**src/rtl/mcpu_alu.sv**
```systemverilog
`timescale 1ns/1ps
// mcpu_alu: one-cycle registered ALU (AND / OR / XOR / unsigned ADD).
//
// Ports:
//   clk      - clock; all state updates on the rising edge
//   rst      - synchronous active-high reset; clears out and OVERFLOW
//   opcode   - CMD_SIZE-bit operation select; unmatched codes add
//   r1, r2   - WORD_SIZE-bit unsigned operands
//   out      - 2*WORD_SIZE-bit registered result, upper bits above the
//              carry position always zero
//   OVERFLOW - registered carry-out of the addition, zero for logic ops
module mcpu_alu #(
    parameter int unsigned           CMD_SIZE  = 2,
    parameter int unsigned           WORD_SIZE = 8,
    parameter logic [CMD_SIZE-1:0]   CMD_AND   = CMD_SIZE'(0),
    parameter logic [CMD_SIZE-1:0]   CMD_OR    = CMD_SIZE'(1),
    parameter logic [CMD_SIZE-1:0]   CMD_XOR   = CMD_SIZE'(2),
    parameter logic [CMD_SIZE-1:0]   CMD_ADD   = CMD_SIZE'(3)
) (
    input  logic                     clk,
    input  logic                     rst,
    input  logic [CMD_SIZE-1:0]      opcode,
    input  logic [WORD_SIZE-1:0]     r1,
    input  logic [WORD_SIZE-1:0]     r2,
    output logic [2*WORD_SIZE-1:0]   out,
    output logic                     OVERFLOW
);

    localparam int unsigned OUT_W = 2 * WORD_SIZE;
    localparam int unsigned SUM_W = WORD_SIZE + 1;

    logic [SUM_W-1:0] sum_c;
    logic [OUT_W-1:0] result_c;
    logic             carry_c;

    // CMD_ADD needs no explicit match: every non-logic opcode falls through
    // to addition, so the parameter only documents the canonical add code.
    logic unused_add_c;
    assign unused_add_c = ^CMD_ADD;

    // Next result: logic ops are zero-extended, everything else adds.
    always_comb begin
        sum_c    = SUM_W'(r1) + SUM_W'(r2);
        result_c = '0;
        carry_c  = 1'b0;
        if (opcode == CMD_AND) begin
            result_c = OUT_W'(r1 & r2);
        end else if (opcode == CMD_OR) begin
            result_c = OUT_W'(r1 | r2);
        end else if (opcode == CMD_XOR) begin
            result_c = OUT_W'(r1 ^ r2);
        end else begin
            result_c = OUT_W'(sum_c);
            carry_c  = sum_c[WORD_SIZE];
        end
    end

    // Output register; reset wins over the operation sampled on the same edge.
    always_ff @(posedge clk) begin
        if (rst) begin
            out      <= '0;
            OVERFLOW <= 1'b0;
        end else begin
            out      <= result_c;
            OVERFLOW <= carry_c;
        end
    end

endmodule

```
**config.mk**
```make
export PLATFORM = sky130hd
export DESIGN_NAME = mcpu_alu
export DESIGN_NICKNAME = d
export VERILOG_FILES = /design/src/rtl/mcpu_alu.sv
export SDC_FILE = /design/constraint.sdc
export NUM_CORES = 1
export LEC_CHECK = 0
export CORE_MARGIN = 1.5
export CORE_UTILIZATION = 48
export CTS_CLUSTER_DIAMETER = 50
export DETAILED_ROUTE_END_ITERATION = 10
export GPL_ROUTABILITY_DRIVEN = 0
export PLACE_DENSITY = 0.85
export SYNTH_ARGS = -nofsm -noshare
export SYNTH_HDL_FRONTEND = slang
export SYNTH_SLANG_ARGS = --single-unit
export TNS_END_PERCENT = 30
```
**constraint.sdc**
```tcl
create_clock -name clk -period 2.7 [get_ports clk]
set_input_delay 0.54 -clock clk [delete_from_list [all_inputs] [get_ports clk]]
set_output_delay 0.54 -clock clk [all_outputs]
set_load 0.01 [all_outputs]
```
==> summary.txt, run 1 <==
Global route
  – Met1 usage: 0.2210
  – First-pass GRT wire length: 3525 um
  – Vias in the first global route: 865
  – All-Layer GR Usage: 0.1832
  – Met3 GRT Util: 0.02454
  – Total grt overflow: 0
  – Largest net degree at the start of global routing: 16
  – GR Layer Usage met2: 0.3153
  – Global route hottest layer: met2
  – Antenna violations before repair: 0

Floorplanning
  – Num ports: 37
  – Core footprint: 1982 um^2
  – Die X: 49.23 um
  – Die height: 49.23 um
  – Die area: 2424 um^2
  – Core Rows: 16
  – Initial Util: 0.5177

Synthesis
  – Number of synthesized flops with an enable pin: 0
  – Post-synthesis cell count: 129
  – Yosys warns: 0
  – Ys flop type: dfxtp_1
  – Register area share after synthesis: 0.1756
  – Post-synth top cells: inv_1 (23), ha_1 (19), a21oi_1 (11)
  – Mapped cell area: 1026 um^2
  – Synth area leaders: ha_1 (23%), dfxtp_1 (18%), inv_1 (8.4%)
  – Most common cell in the netlist: inv_1
  – Distinct cell type count after synthesis: 36
  – Cell taking the most area after synthesis: ha_1
  – Share of the synthesized area in the top cell type: 0.2317
  – Async SR Flop Fraction: 0
  – Number of synthesized register bits: 9
  – Syn_area_per_cell: 7.953 um^2

Clock tree
  – Clock transition at the registers of the reported paths: 0.06 ns
  – Cts hold-fix bufs: 0
  – Setup Buffers After CTS: 0
  – CTS resizes: 0
  – CTS tree: done
  – Sinks on the clock net: 9
  – TritonCTS Buffers: 3
  – Root Buffer: clkbuf_4
  – CTS H-tree lvls: 1
  – Clk buf depth: 2

Timing
  – Setup Viol. Count Final: 0
  – Setup TNS: 0 ns
  – Fin. Hold Viols: 0
  – Min Tclk post-route: 2.382 ns
  – Hold Slack: 1.027 ns
  – Slew Viols, Final: 0
  – Max_slew headroom: 0.6543
  – Final Cycle Share: 0.8822
  – RSZ-0062 raised after global routing: false
  – Max Fclk: 419.8 MHz
  – Worst Max-Slew Pin Slew: 0.5185 ns

Status
  – Status: complete, no violations

Final layout
  – Final Non-Filler Cells: 183
  – Synth-to-Final Area Change: 28.66%
  – Filler instances: 160
  – Antenna Diode Count: 0
  – Multi-input logic area: 695.7 um^2
  – Share of cells above drive strength 1: 0.05769
  – FF/Latch Area: 180.2 um^2
  – Nets@finish: 197
  – Final core occ: 0.6660

Route
  – Final wirelength: 2081 um
  – Via density per instance: 5.257
  – # DRC: 0
  – Via count: 962
  – Routed wire per std cell: 11.37 um
  – Initial DRC Count: 22
  – ANT nets after route: 0
  – DR pass1 iterations: 4

Placed design
  – Cell total after placement: 179
  – Buffers on Ports: 29
  – Post-DP HPWL: 1692 um

Setup path
  – Endpoint type of the worst setup path: flip-flop
  – Worst EP arrival: 2.55 ns
  – Crit Path Class: in2reg
  – Startpoint types: input port
  – Critical path data required time: 2.87 ns
  – Crit Path Max Fanout: 3

Power and ir drop
  – VDD IR max: 229.2 uV
  – PwrDens: 347.4 nW/um^2
  – Leak: 0.6183 nW
  – Total chip power: 0.0004586 W

Flow run
  – # Max-Cap Violations: 0

Worst hold path
  – Min-delay worst type: in2reg
## cell families after synthesis
logic type / count (synthesis) / share of synthesized area
buf+inv: 36 / 0.1683
compound gates: 30 / 0.2073
simple gates: 26 / 0.1281
fa+ha+maj: 20 / 0.2512
flops: 9 / 0.1756
xor+xnor: 4 / 0.03415
mux: 3 / 0.03171
other cells: 1 / 0.003655
## placed cells by master, fill, tap and decap left out, types with 2 or more instances in the layout
| cell type | n |
|---|---|
| xor2_1 | 2 |
| nand2_1 | 10 |
| dfxtp_1 | 9 |
| nor2_1 | 4 |
| nand3_1 | 2 |
| a21oi_1 | 11 |
| o21ai_0 | 3 |
| clkdlybuf4s50_1 | 29 |
| ha_1 | 19 |
| o211ai_1 | 3 |
| inv_1 | 23 |
| a31oi_1 | 2 |
| xnor2_1 | 2 |
| nand3b_1 | 2 |
| a211oi_1 | 3 |
| clkbuf_4 | 3 |
| nand2b_1 | 3 |
| conb_1 | 7 |
## worst max-delay path: stages
cell	delay, ns
clkdlybuf4s50_1	0.54
inv_1	0.06
ha_1	0.32
a211oi_2	0.21
nor3_2	0.09
a31oi_1	0.23
mux2_1	0.36
a311oi_2	0.20
## worst paths after layout
check / start / to / slack, ns / depth (start not counted)
max: r1[1] / out[5]$_SDFF_PP0_ / 0.32 / 8
min: opcode[1] / OVERFLOW$_SDFF_PP0_ / 1.03 / 4
## cell type report
class                   count  share of cell area
multi-input cells          90              0.5270
clock buffers               4             0.01991
well taps                  27             0.02559
repair buffers             30              0.2256
flip-flops and latches      9              0.1365
inverters                  23             0.06540
## power by group
part	internal, W	total, W	switching, W
clock	0.0000569	0.000103	0.0000466
combinational	0.000106	0.000205	0.0000992
sequential	0.000147	0.000150	0.00000321
## metal layers
layer	routed length, um	vias up
li1	-	470
met1	899	435
met2	983	51
met3	137	6
met4	60	0
met5	0	-
## state kept, by name (all words and copies together) (netlist names)
name and flops:
OVERFLOW 1, out 8
## stage by stage
step	instance area, um^2	setup WS (ns)
3_5_place_dp	1294	0.08458
4_1_cts	1320	0.3623
6_report	1320	0.3181
5_1_grt	1320	0.2581
3_3_place_gp	1294	0.1766
2_1_floorplan	1049	0.7976
Note: power is estimated with default switching activity, not from simulation.
==> inputs of run 2 (changes only) <==
--- a/config.mk
+++ b/config.mk
@@ -10,6 +10,7 @@
 export CTS_CLUSTER_DIAMETER = 50
 export DETAILED_ROUTE_END_ITERATION = 10
 export GPL_ROUTABILITY_DRIVEN = 0
+export GPL_TIMING_DRIVEN = 0
 export PLACE_DENSITY = 0.85
 export SYNTH_ARGS = -nofsm -noshare
 export SYNTH_HDL_FRONTEND = slang
==> summary.txt, run 2 (synthesis results as in run 1) <==
Final layout
  – Max FFs per register: 8 (unchanged)
  – Synth-to-Final Area Change: 35.49%
  – Share of cells above drive strength 1: 0.1078 (+0.05009)
  – Most frequent cells in the layout: clkdlybuf4s50_1 (28), inv_1 (23), ha_1 (19), a21oi_1 (11), nand2_1 (10)
  – Biggest regs: out x8, OVERFLOW x1
  – Filler instances: 161 (+0.63%)
  – Top reg by flops: out
  – Commonest non-fill, non-tap cell in the layout: clkdlybuf4s50_1
  – Nets@finish: 208 (+5.6%)
  – Antenna Diode Count: 0 (unchanged)

Setup path
  – CP max-delay cell: clkdlybuf4s50_1
  – Startpoint types: input port
  – Critical Path Max Stage Delay: 0.53 ns (about the same)
  – Critical path data required time: 2.88 ns (about the same)
  – Cells along the critical path: clkdlybuf4s50_1 > inv_1 > ha_1 > a211oi_2 > nor3_2 > a31oi_1 > mux2_1 > a311oi_2
  – Top delay family on crit path: compound AO/OA/AOI/OAI gates
  – Endpoint type of the worst setup path: flip-flop
  – Worst EP arrival: 2.50 ns (-0.05 ns)
  – Crit Path Max Fanout: 3 (unchanged)
  – Crit Path Class: in2reg
  – Buf+Inv Stages, Crit Path: 2 (unchanged)

Clock tree
  – CTS resizes: 0 (unchanged)
  – TritonCTS Buffers: 3 (unchanged)
  – Setup Buffers After CTS: 0 (unchanged)
  – Clk buf depth: 2 (unchanged)
  – Sinks on the clock net: 9 (unchanged)
  – Root Buffer: clkbuf_4
  – Clock transition at the registers of the reported paths: 0.06 ns (about the same)
  – Cts hold-fix bufs: 0 (unchanged)
  – CTS tree: done
  – CTS H-tree lvls: 1 (unchanged)

Power and ir drop
  – VDD IR max: 178.9 uV (-22%)
  – PwrDens: 334.5 nW/um^2 (-3.7%)
  – Reg power frac: 0.323 (-0.005)
  – Switch Pwr: 0.0001506 W (+1.1%)
  – Sw frac: 0.3238 (-0.001102)
  – Internal Power: 0.0003144 W (+1.6%)
  – Clock share of power: 0.223 (-0.003)
  – Logic pwr share: 0.453 (+0.006)
  – Leak: 0.6664 nW (+7.8%)

Floorplanning
  – Core footprint: 1982 um^2 (unchanged)
  – Num ports: 37 (unchanged)
  – Initial Util: 0.5177 (unchanged)
  – Die height: 49.23 um (unchanged)
  – Die X: 49.23 um (unchanged)
  – Die area: 2424 um^2 (unchanged)
  – Core Rows: 16 (unchanged)

Global route
  – First-pass GRT wire length: 3367 um (-4.5%)
  – Vias in the first global route: 859 (-0.69%)
  – Antenna violations before repair: 0 (unchanged)
  – Largest net degree at the start of global routing: 11 (-5)
  – Total grt overflow: 0 (unchanged)
  – All-Layer GR Usage: 0.1777 (-0.005441)

Timing
  – Setup Viol. Count Final: 0 (unchanged)
  – Slew Viols, Final: 0 (unchanged)
  – Hold Slack: 0.6326 ns (-0.3946 ns)
  – Setup TNS: 0 ns (unchanged)
  – Min Tclk post-route: 2.321 ns (-0.06132 ns)
  – Max Fclk: 430.9 MHz (+2.6%)
  – Final Cycle Share: 0.8595 (-0.02271)
  – RSZ-0062 raised after global routing: false
  – Fin. Hold Viols: 0 (unchanged)

Route
  – ANT nets after route: 0 (unchanged)
  – Via density per instance: 4.845 (-7.8%)
  – Final wirelength: 1990 um (-4.4%)
  – DR pass1 iterations: 4 (unchanged)
  – Via count: 940 (-2.3%)
  – Initial DRC Count: 16 (-27%)
  – Routed wire per std cell: 10.26 um (-9.8%)
  – # DRC: 0 (unchanged)

Placed design
  – Buffers on Ports: 28 (-3.4%)
  – Post-DP HPWL: 1662 um (-1.8%)

Worst hold path
  – Hold path startpoint: rst
  – Hold path cells: 2 (-2)
  – Hold endpoint: out[1]$_SDFF_PP0_
  – Min-delay worst type: in2reg

Flow run
  – # Max-Cap Violations: 0 (unchanged)

Status
  – Status: complete, no violations
-- run 2: power by group through the flow --
| stage | sequential [W] | combinational, W | clock (W) |
|---|---|---|---|
| 2_1_floorplan | 0.000161 | 0.000121 | 0 |
| 3_3_place_gp | 0.000153 | 0.000203 | 0 |
| 3_5_place_dp | 0.000154 | 0.000209 | 0 |
| 6_report | 0.000150 | 0.000211 | 0.000104 |
| 5_1_grt | 0.000152 | 0.000232 | 0.000115 |
| 4_1_cts | 0.000151 | 0.000210 | 0.000108 |
-- run 2: per-layer routing --
metal  vias to the layer above  track usage  part of all wire
met5                         -            0                 0
met4                         0       0.1190             0.025
met3                         6      0.03067             0.052
met2                        33       0.2995              0.48
met1                       409       0.2034              0.45
li1                        492            -                 -
-- run 2: per-stage QoR --
step / worst slack, ns / area [um^2] / utilization / instances / power [W]
after CTS: 0.3906 / 1390 / 0.7014 / 194 / 0.0004690
after floorplan: 0.7976 / 1049 / - / 135 / 0.0002821
final: 0.3795 / 1390 / 0.7014 / 194 / 0.0004650
after detailed placement: 0.1008 / 1363 / 0.6875 / 190 / 0.0003626
after global routing: 0.2493 / 1390 / 0.7014 / 194 / 0.0004985
after global placement: 0.1208 / 1363 / 0.6875 / 190 / 0.0003559
-- run 2: final cells by class --
cell class / instances / area, um^2 / share of cell area
tap: 27 / 33.78 / 0.02430
inverter: 23 / 86.33 / 0.06211
multi-input combinational: 90 / 695.7 / 0.5005
clock buffer: 3 / 22.52 / 0.01620
buffer: 13 / 86.33 / 0.06211
timing repair buffer: 28 / 280.3 / 0.2016
sequential: 9 / 180.2 / 0.1296
clock inverter: 1 / 5.005 / 0.003600
-- run 2: worst max-delay path by stage --
stage                     cells after the start  startpoint           endpoint
after CTS                                     8       r1[1]  out[5]$_SDFF_PP0_
after detailed placement                      8       r1[1]  out[5]$_SDFF_PP0_
after global routing                          8       r1[1]  out[5]$_SDFF_PP0_
final                                         8       r1[1]  out[5]$_SDFF_PP0_
after floorplan                               7       r1[1]  out[5]$_SDFF_PP0_
after global placement                        8       r1[1]  out[5]$_SDFF_PP0_
